--- src/rtl/spi_frame_loader.sv ---
// SPI mode-0 slave that packs incoming bytes into 24-bit GRB words and streams them
// into the LED memory write port, one chip-select assertion per frame.
module spi_frame_loader #(
  parameter int LED_COUNT  = 256,
  parameter int ADDR_WIDTH = 9
) (
  input  logic                  clock_12mhz,
  input  logic                  reset_n,
  input  logic                  spi_sck,
  input  logic                  spi_mosi,
  input  logic                  spi_cs_n,
  output logic                  perform_write,
  output logic [ADDR_WIDTH-1:0] write_address,
  output logic [23:0]           write_data,
  output logic                  frame_done,
  output logic [ADDR_WIDTH-1:0] words_received,
  output logic                  overflow
);

  localparam logic [1:0] IDLE    = 2'd0;
  localparam logic [1:0] RECEIVE = 2'd1;
  localparam logic [1:0] COMMIT  = 2'd2;
  localparam logic [1:0] FINISH  = 2'd3;

  // One spare bit so the address can saturate at LED_COUNT even when it is a power of two
  localparam logic [ADDR_WIDTH:0] LED_MAX = (ADDR_WIDTH+1)'(LED_COUNT);

  logic [2:0]          sck_sync;
  logic [1:0]          mosi_sync;
  logic [1:0]          cs_sync;
  logic                sck_rise;
  logic                mosi_s;
  logic                cs_n_s;
  logic [1:0]          state;
  logic [4:0]          bit_cnt;
  logic [23:0]         shift;
  logic [ADDR_WIDTH:0] word_addr;

  always_ff @(posedge clock_12mhz or negedge reset_n) begin
    if (!reset_n) begin
      sck_sync  <= '0;
      mosi_sync <= '0;
      cs_sync   <= 2'b11;
    end else begin
      sck_sync  <= {sck_sync[1:0], spi_sck};
      mosi_sync <= {mosi_sync[0], spi_mosi};
      cs_sync   <= {cs_sync[0], spi_cs_n};
    end
  end

  assign sck_rise = sck_sync[1] & ~sck_sync[2];
  assign mosi_s   = mosi_sync[1];
  assign cs_n_s   = cs_sync[1];

  // Outputs are registered: the write strobe and frame_done appear the cycle after
  // COMMIT/FINISH, four clock edges after the SCK / CS pin edge.
  always_ff @(posedge clock_12mhz or negedge reset_n) begin
    if (!reset_n) begin
      state          <= IDLE;
      bit_cnt        <= '0;
      shift          <= '0;
      word_addr      <= '0;
      perform_write  <= 1'b0;
      write_address  <= '0;
      write_data     <= '0;
      frame_done     <= 1'b0;
      words_received <= '0;
      overflow       <= 1'b0;
    end else begin
      perform_write <= 1'b0;
      frame_done    <= 1'b0;
      case (state)
        IDLE: begin
          if (!cs_n_s) begin
            state          <= RECEIVE;
            bit_cnt        <= '0;
            word_addr      <= '0;
            words_received <= '0;
            overflow       <= 1'b0;
          end
        end
        RECEIVE: begin
          // A completing bit wins over CS release so the last word is still committed
          if (sck_rise) begin
            shift <= {shift[22:0], mosi_s};
            if (bit_cnt == 5'd23) begin
              bit_cnt <= '0;
              state   <= COMMIT;
            end else begin
              bit_cnt <= bit_cnt + 5'd1;
            end
          end else if (cs_n_s) begin
            state <= FINISH;
          end
        end
        COMMIT: begin
          if (word_addr < LED_MAX) begin
            perform_write <= 1'b1;
            write_data    <= shift;
            write_address <= word_addr[ADDR_WIDTH-1:0];
            word_addr     <= word_addr + 1'b1;
          end else begin
            overflow <= 1'b1;
          end
          if (sck_rise) begin
            shift   <= {shift[22:0], mosi_s};
            bit_cnt <= bit_cnt + 5'd1;
          end
          state <= RECEIVE;
        end
        default: begin
          // word_addr never exceeds LED_COUNT, so it already is the clamped count
          frame_done     <= 1'b1;
          words_received <= word_addr[ADDR_WIDTH-1:0];
          state          <= IDLE;
        end
      endcase
    end
  end

endmodule
--- config.mk ---
export PLATFORM = sky130hd
export DESIGN_NAME = spi_frame_loader
export DESIGN_NICKNAME = d
export VERILOG_FILES = /design/src/rtl/spi_frame_loader.sv
export SDC_FILE = /design/constraint.sdc
export NUM_CORES = 1
export LEC_CHECK = 0
export BUFFER_PORTS_ARGS = -buffer_cell sky130_fd_sc_hd__buf_2
export CAP_MARGIN = 0
export CORE_MARGIN = 2
export CORE_UTILIZATION = 40
export CTS_CLUSTER_DIAMETER = 30
export CTS_CLUSTER_SIZE = 24
export DETAILED_ROUTE_END_ITERATION = 10
export GPL_TIMING_DRIVEN = 0
export PLACE_DENSITY = 0.69
export SYNTH_ARGS = -nofsm -noshare
export SYNTH_HDL_FRONTEND = slang
export SYNTH_SLANG_ARGS = --single-unit
--- constraint.sdc ---
create_clock -name clock_12mhz -period 2.6 [get_ports clock_12mhz]
set_input_delay 0.65 -clock clock_12mhz [delete_from_list [all_inputs] [get_ports clock_12mhz]]
set_output_delay 0.65 -clock clock_12mhz [all_outputs]
set_load 0.1 [all_outputs]
==> metrics.log, run 1 <==
[metrics] iteration count of the initial detailed-routing pass: 4
[metrics] leakage: 2.24 nW
[metrics] type of the most critical hold path: in -> async
[metrics] post-synthesis area per instance: 13.9 um^2
[metrics] sort of element at the start of the critical path: flop
[metrics] Overall Power: 4.77 mW
[metrics] power density cells: 1090 mW/mm^2
[metrics] cell family with the largest share of critical-path delay: compound AO/OA/AOI/OAI gates
[metrics] pin slew with the least headroom to its limit: 0.542 ns
[metrics] PnR worst setup slack: 0.464 ns
[metrics] Die Outline Area: 0.0102 mm^2
[metrics] antenna violations before repair: 0
[metrics] number of hold-repair buffers added at the cts stage: 0
[metrics] clock slew seen by the registers of the worst setup and hold paths: 0.09 ns
[metrics] IO Pins: 50
[metrics] IO Port Bufs: 49
[metrics] area share of the largest cell type after synthesis: 60.4%
[metrics] clk_skew: 0.0107 ns
[metrics] most used standard cells in the synthesized netlist: 91 x sky130_fd_sc_hd__dfrtp_1, 58 x sky130_fd_sc_hd__mux2_2, 12 x sky130_fd_sc_hd__nor2_1
[metrics] sequential cell area in the final layout: 0.00233 mm^2
[metrics] sum of routed wire length over all layers: 6570 um
[metrics] highest net fanout along the worst path: 9
[metrics] cells along the critical path: inv_1 > ha_1 > clkbuf_1 > and2_1 > a2111oi_4 > a31oi_1 > a41o_1
[metrics] number of enable flip-flop cells after synthesis: 0
[metrics] Initial Utilization: 41.0%
[metrics] core footprint: 0.00920 mm^2
[metrics] final total negative setup slack: 0 ns
[metrics] global-route wire length before repair: 11300 um
[metrics] H-tree Lvls: 3
[metrics] minimum period implied by the final worst setup slack: 2.14 ns
[metrics] endpoint required time on the critical path: 2.85 ns
[metrics] chip width: 101 um
[metrics] crit path max-delay cell type: sky130_fd_sc_hd__a2111oi_4
[metrics] run status: completed
[metrics] summed instance area of the synthesized netlist: 0.00377 mm^2
[metrics] Cell Rows: 35
[metrics] Main synth FF type: sky130_fd_sc_hd__dfrtp_1
[metrics] Synth async-reset ratio: 100%
[metrics] CP bufs+invs: 2
[metrics] clock insertion delay at the later pin of the skew report: 0.35 ns
[metrics] Placer Congestion: 0.795
[metrics] vertical die dimension: 101 um
[metrics] Hold Vio Cnt, Final: 0
[metrics] Multi-input gate area: 0.00135 mm^2
[metrics] Slew Limit Headroom: 63.8%
[metrics] total of flip-flops plus latches after synthesis: 93
[metrics] cts repair resizes: 0
[metrics] unique cell type count in the Yosys netlist: 40
[metrics] DRC errors left: 0
[metrics] worst hold slack: 0.208 ns
[metrics] maximum count of clock buffers along a single path: 2
[metrics] total CTS buffers: 9
[metrics] Starting DRT DRC Count: 68
[metrics] post-route clock period utilization: 82.1%
[metrics] via count: 2260
[metrics] Sink Count: 93
[metrics] dpl cells: 432
[metrics] leading cell types by total area after synthesis: sky130_fd_sc_hd__dfrtp_1 60%, sky130_fd_sc_hd__mux2_2 17%, sky130_fd_sc_hd__a22o_1 2.3%, sky130_fd_sc_hd__ha_1 2.3%, sky130_fd_sc_hd__dfstp_2 1.4%
[metrics] setup repair after global routing missed its margin: false
[metrics] final setup vio count: 0
[metrics] vias per std cell: 5.04
[metrics] detailed-placement wirelength estimate: 4580 um
[metrics] Final Non-Filler Cells: 448
[metrics] clock tree from TritonCTS: yes
[metrics] critical path endpoint category: flop
[metrics] # Max-Cap Violations: 0
[metrics] data arrival time of the critical path: 2.38 ns
[metrics] net count after synthesis: 283
[metrics] biggest area consumer among synthesized cells: sky130_fd_sc_hd__dfrtp_1
[metrics] class of the most critical setup path: reg -> reg
[metrics] Final nets: 344
[metrics] post-route ant nets: 0
[metrics] fill count: 845
[metrics] ratio of cells with drive above 1 in the final layout: 40.7%
[metrics] sequential area share after synthesis: 61.8%
[metrics] pre-CTS setup slack: 0.462 ns
[metrics] most common cell in the netlist: sky130_fd_sc_hd__dfrtp_1
[metrics] Antenna diodes: 0
[metrics] pin count of the biggest net entering global routing: 66
[metrics] residual overflow from global routing: 0
[metrics] achievable frequency: 0.468 GHz
[metrics] Max rail drop VDD: 0.000669 V
[metrics] worst reg2reg startpoint: state[0]$_DFFE_PN0P_
[metrics] Yosys Warn Count: 0
[metrics] Cells after Synth: 271
[metrics] total track usage: 14.2%
[metrics] Wirelength per Cell: 14.7 um
[metrics] delay of the slowest cell on the worst path: 0.50 ns
[metrics] vias in the first global route: 2278
[metrics] number of setup buffers added after CTS: 0
[metrics] Syn-to-layout area delta: 16.1%
[metrics] Crit. Startpoint: state[0]$_DFFE_PN0P_
[metrics] final-report max-slew violation count: 0
[metrics] Clk Tree Root Cell: sky130_fd_sc_hd__clkbuf_8
## registers in the layout, summed over array words and instances (netlist names), 2 cells and up
signal / flops
write_address: 9
write_data: 24
sck_sync: 3
words_received: 9
cs_sync: 2
bit_cnt: 5
mosi_sync: 2
word_addr: 10
shift: 24
state: 2
## worst paths after layout
check / to / slack, ns / cells past startpoint
worst max-delay path: word_addr[5]$_DFFE_PN0P_ / 0.46 / 7
worst min-delay path: sck_sync[0]$_DFF_PN0_ / 0.21 / 1
worst max register to register: word_addr[5]$_DFFE_PN0P_ / 0.46 / 7
worst min register to register: cs_sync[1]$_DFF_PN1_ / 0.36 / 0
max in group asynchronous: word_addr[6]$_DFFE_PN0P_ / 1.76 / 2
min in group clock_12mhz: cs_sync[1]$_DFF_PN1_ / 0.36 / 0
## cell families after synthesis
| logic type | Yosys count | synth area share [%] |
|---|---|---|
| adder cells (fa/ha/maj) | 7 | 2.32 |
| multiplexers | 59 | 17.6 |
| AO/OA/AOI/OAI | 44 | 8.99 |
| flip-flops | 93 | 61.8 |
| buffers and inverters | 20 | 2.39 |
| XOR/XNOR | 3 | 0.697 |
| AND/OR/NAND/NOR | 45 | 6.24 |
## report_power, final
group | leakage, nW | total, mW | internal, mW | switching (mW)
Sequential | 1.25 | 1.85 | 1.69 | 0.161
Clock | 0.0989 | 0.921 | 0.371 | 0.550
Combinational | 0.892 | 2.00 | 0.521 | 1.47
Total | 2.24 | 4.77 | 2.58 | 2.19
## routing by layer
metal	wire [um]	up-vias	global-route usage [%]	part of all wire (%)
li1	-	1092	-	-
met1	3160	1125	19.8	48
met2	3120	36	21.9	47
met3	179	7	2.15	2.7
met4	108	0	6.55	1.6
met5	0	-	0	0
## layout make-up
type                            instances  area share, %
Sequential cell                        93           53.2
Multi-Input combinational cell        158           30.9
Timing Repair Buffer                   50           6.29
Tap cell                              111           3.17
Clock buffer                            9           2.83
Clock inverter                          7           1.54
Buffer                                 13           1.46
Inverter                                7          0.600
## cell usage in the layout (no fill, tap or decap), types with 2 or more instances in the layout
cell                         n
sky130_fd_sc_hd__inv_6       2
sky130_fd_sc_hd__buf_2      54
sky130_fd_sc_hd__inv_1       7
sky130_fd_sc_hd__nand4_1     2
sky130_fd_sc_hd__nor2b_1     4
sky130_fd_sc_hd__o2bb2ai_1   2
sky130_fd_sc_hd__a22o_1     10
sky130_fd_sc_hd__o2111ai_1   3
sky130_fd_sc_hd__a32o_1      2
sky130_fd_sc_hd__clkinv_4    2
sky130_fd_sc_hd__a21oi_1     8
sky130_fd_sc_hd__mux2_2     58
sky130_fd_sc_hd__clkbuf_1    6
sky130_fd_sc_hd__o21ai_0     8
sky130_fd_sc_hd__and2_1      3
sky130_fd_sc_hd__xor2_1      2
sky130_fd_sc_hd__nand2b_1    6
sky130_fd_sc_hd__nand3_1     3
sky130_fd_sc_hd__dfstp_2     2
sky130_fd_sc_hd__dfrtp_1    91
sky130_fd_sc_hd__nand2_1     9
sky130_fd_sc_hd__clkbuf_8    9
sky130_fd_sc_hd__ha_1        7
sky130_fd_sc_hd__nor2_1     12
sky130_fd_sc_hd__a22o_2      2
## per-stage QoR
stage	utilization (%)	instance area, um^2
detailed placement	45.5	4190
finish	47.6	4380
floorplan	-	3770
CTS	47.6	4380
global placement	45.2	4160
global route	47.6	4380
(Power assumes the default switching activity.)
==> run 2, diff against run 1 <==
--- a/config.mk
+++ b/config.mk
@@ -13,7 +13,7 @@
 export CTS_CLUSTER_SIZE = 24
 export DETAILED_ROUTE_END_ITERATION = 10
 export GPL_TIMING_DRIVEN = 0
-export PLACE_DENSITY = 0.69
+export PLACE_DENSITY = 0.71
 export SYNTH_ARGS = -nofsm -noshare
 export SYNTH_HDL_FRONTEND = slang
 export SYNTH_SLANG_ARGS = --single-unit
==> constraint.sdc (replaced) <==
create_clock -name clock_12mhz -period 1.7 [get_ports clock_12mhz]
set_input_delay 0.425 -clock clock_12mhz [delete_from_list [all_inputs] [get_ports clock_12mhz]]
set_output_delay 0.425 -clock clock_12mhz [all_outputs]
set_load 0.1 [all_outputs]
==> metrics.log, run 2 (synthesis results as in run 1) <==
[metrics] most common library cell in the layout ignoring fill and taps: sky130_fd_sc_hd__dfrtp_1 (unchanged)
[metrics] Final Non-Filler Cells: 459 (was 448)
[metrics] critical path endpoint category: flop (unchanged)
[metrics] via count: 2391 (was 2260)
[metrics] pre-CTS setup slack: -0.244 ns (was 0.462 ns)
[metrics] maximum count of clock buffers along a single path: 2 (unchanged)
[metrics] switching pwr: 3.59 mW (was 2.19 mW)
[metrics] terminus of the critical flop-to-flop path: write_data[8]$_DFFE_PN0P_ (was word_addr[5]$_DFFE_PN0P_)
[metrics] post-route ant nets: 0 (unchanged)
[metrics] data arrival time of the critical path: 2.00 ns (was 2.38 ns)
[metrics] number of hold-repair buffers added at the cts stage: 0 (unchanged)
[metrics] logic gate share of total power: 46.7% (was 41.8%)
[metrics] leakage: 2.39 nW (was 2.24 nW)
[metrics] global-route wire length before repair: 11500 um (was 11300 um)
[metrics] minimum period implied by the final worst setup slack: 1.74 ns (was 2.14 ns)
[metrics] vias in the first global route: 2363 (was 2278)
[metrics] Starting DRT DRC Count: 82 (was 68)
[metrics] routed length on met1: 3380 um (was 3160 um)
[metrics] vertical die dimension: 101 um (unchanged)
[metrics] residual overflow from global routing: 0 (unchanged)
[metrics] Cell Rows: 35 (unchanged)
[metrics] Hold Vio Cnt, Final: 0 (unchanged)
[metrics] H-tree Lvls: 3 (unchanged)
[metrics] total track usage: 14.4% (was 14.2%)
[metrics] DRC errors left: 0 (unchanged)
[metrics] registers with the most flip-flops: shift (24), write_data (24), word_addr (10) (unchanged)
[metrics] total CTS buffers: 9 (unchanged)
[metrics] vias per std cell: 5.21 (was 5.04)
[metrics] detailed-placement wirelength estimate: 4650 um (was 4580 um)
[metrics] type of the most critical hold path: in -> async (unchanged)
[metrics] ratio of cells with drive above 1 in the final layout: 49.4% (was 40.7%)
[metrics] dpl cells: 432 (unchanged)
[metrics] endpoint required time on the critical path: 1.96 ns (was 2.85 ns)
[metrics] run status: complete, but fails checks (was completed)
[metrics] utilization after layout: 52.0% (was 47.6%)
[metrics] Die Outline Area: 0.0102 mm^2 (unchanged)
[metrics] sequential cell area in the final layout: 0.00233 mm^2 (about the same)
[metrics] clock tree from TritonCTS: yes (unchanged)
[metrics] met2 routed WL: 3350 um (was 3120 um)
[metrics] iteration count of the initial detailed-routing pass: 4 (unchanged)
[metrics] # Max-Cap Violations: 0 (unchanged)
[metrics] Net Sw Frac: 45.1% (was 45.8%)
[metrics] Multi-input gate area: 0.00157 mm^2 (was 0.00135 mm^2)
[metrics] fill count: 766 (was 845)
[metrics] PnR worst setup slack: -0.0425 ns (was 0.464 ns)
[metrics] uppermost metal layer occupied by signal nets: met4 (unchanged)
[metrics] failing checks: setup timing
[metrics] path depth of the worst reg2reg path: 6 (was 7)
[metrics] Placer Congestion: 0.785 (was 0.795)
[metrics] Wirelength per Cell: 15.9 um (was 14.7 um)
[metrics] final setup vio count: 26 (was 0)
[metrics] worst reg2reg startpoint: state[0]$_DFFE_PN0P_ (unchanged)
[metrics] highest net fanout along the worst path: 9 (unchanged)
[metrics] core footprint: 0.00920 mm^2 (unchanged)
[metrics] final-report max-slew violation count: 0 (unchanged)
[metrics] post-route clock period utilization: 102% (was 82.1%)
[metrics] Clk pwr share: 17.6% (was 19.3%)
[metrics] Slew Limit Headroom: 60.7% (was 63.8%)
[metrics] internal power consumption: 4.37 mW (was 2.58 mW)
[metrics] Final nets: 355 (was 344)
[metrics] length of routed met3 wiring: 488 um (was 179 um)
[metrics] share of total power in sequential cells: 35.7% (was 38.9%)
[metrics] achievable frequency: 0.574 GHz (was 0.468 GHz)
[metrics] sort of element at the start of the critical path: flop (unchanged)
[metrics] IO Port Bufs: 49 (unchanged)
[metrics] Max rail drop VDD: 0.00129 V (was 0.000669 V)
[metrics] pin count of the biggest net entering global routing: 50 (was 66)
[metrics] setup repair after global routing missed its margin: true (was false)
[metrics] Clk Tree Root Cell: sky130_fd_sc_hd__clkbuf_8 (unchanged)
[metrics] class of the most critical setup path: reg -> reg (unchanged)
[metrics] pin slew with the least headroom to its limit: 0.589 ns (was 0.542 ns)
[metrics] sum of routed wire length over all layers: 7300 um (was 6570 um)
[metrics] Sink Count: 93 (unchanged)
[metrics] antenna violations before repair: 0 (unchanged)
[metrics] chip width: 101 um (unchanged)
[metrics] power density cells: 1660 mW/mm^2 (was 1090 mW/mm^2)
[metrics] clock slew seen by the registers of the worst setup and hold paths: 0.10 ns (was 0.09 ns)
[metrics] Initial Utilization: 41.0% (unchanged)
[metrics] Overall Power: 7.96 mW (was 4.77 mW)
[metrics] final total negative setup slack: -0.357 ns (was 0 ns)
[metrics] IO Pins: 50 (unchanged)
[metrics] r2r setup slk: -0.04 ns (was 0.46 ns)
[metrics] clk_skew: 0.0144 ns (was 0.0107 ns)
[metrics] Syn-to-layout area delta: 26.8% (was 16.1%)
[metrics] Antenna diodes: 0 (unchanged)
[metrics] most frequent cells in the layout: 90 x sky130_fd_sc_hd__dfrtp_1, 48 x sky130_fd_sc_hd__buf_2, 31 x sky130_fd_sc_hd__mux2_2 (was 91 x sky130_fd_sc_hd__dfrtp_1, 58 x sky130_fd_sc_hd__mux2_2, 54 x sky130_fd_sc_hd__buf_2)
[metrics] clock insertion delay at the later pin of the skew report: 0.36 ns (was 0.35 ns)
[run 2: cell types whose count changed in the layout (fill, tap and decap cells not counted), moves of 3 or more]
cell	previous run	this run
sky130_fd_sc_hd__buf_8	0	3
sky130_fd_sc_hd__nor2_1	12	9
sky130_fd_sc_hd__mux2_2	58	31
sky130_fd_sc_hd__buf_4	1	13
sky130_fd_sc_hd__buf_2	54	48
sky130_fd_sc_hd__clkbuf_1	6	2
sky130_fd_sc_hd__mux2_4	0	27
sky130_fd_sc_hd__ha_1	7	4
[run 2: power by group through the flow]
stage	registers (mW)	logic (mW)	clock network, mW
after floorplan	4.16	1.27	0
after global routing	2.89	3.93	1.54
after detailed placement	2.88	3.16	0
after global placement	2.87	3.11	0
final	2.84	3.72	1.40
after CTS	2.83	3.30	1.45
[run 2: timing repair]
| item | CTS | global route |
|---|---|---|
| gates cloned | 0 | 2 |
| endpoints found under the setup margin | 74 | 71 |
| pin swaps | 6 | 5 |
| resized for setup | 12 | 52 |
| setup buffers | 8 | 4 |
[run 2: routing by layer]
metal  up-vias  GRT usage [%]
li1       1113              -
met1      1211           18.7
met2        58           22.4
met3         9           5.96
met4         0           3.74
met5         -              0
[run 2: worst max-delay path by stage]
stage                              start                           end  slack [ns]  depth (start not counted)
floorplan           state[0]$_DFFE_PN0P_      word_addr[5]$_DFFE_PN0P_      -0.004                          7
global placement                 reset_n  write_address[1]$_DFFE_PN0P_       -0.64                          1
detailed placement  state[0]$_DFFE_PN0P_        bit_cnt[4]$_DFFE_PN0P_       -0.24                          7
CTS                 state[1]$_DFFE_PN0P_      word_addr[6]$_DFFE_PN0P_       -0.01                          8
global route        state[0]$_DFFE_PN0P_      word_addr[4]$_DFFE_PN0P_       -0.11                          8
finish              state[0]$_DFFE_PN0P_     write_data[8]$_DFFE_PN0P_       -0.04                          6
[run 2: through the flow]
stage	hold WS (ns)	area [um^2]
after floorplan	0.129	3800
after global placement	0.335	4190
after detailed placement	0.336	4220
after CTS	0.0616	4500
after global routing	0.0886	4780
final	0.0608	4780
[run 2: worst max-delay path, cell delays in order, from the launching register on]
cell	delay (ns)
sky130_fd_sc_hd__dfrtp_1	0.40
sky130_fd_sc_hd__inv_2	0.10
sky130_fd_sc_hd__ha_4	0.20
sky130_fd_sc_hd__nor3b_4	0.22
sky130_fd_sc_hd__buf_6	0.22
sky130_fd_sc_hd__buf_8	0.17
sky130_fd_sc_hd__mux2_2	0.34
[run 2: cell type report]
cell class	instances	share of cell area, %
multi-input cells	158	32.8
flip-flops and latches	93	48.8
clock inverters	7	1.36
inverters	7	0.550
plain buffers	10	2.09
clock buffers	9	2.59
well taps	111	2.90
repair buffers	64	8.92
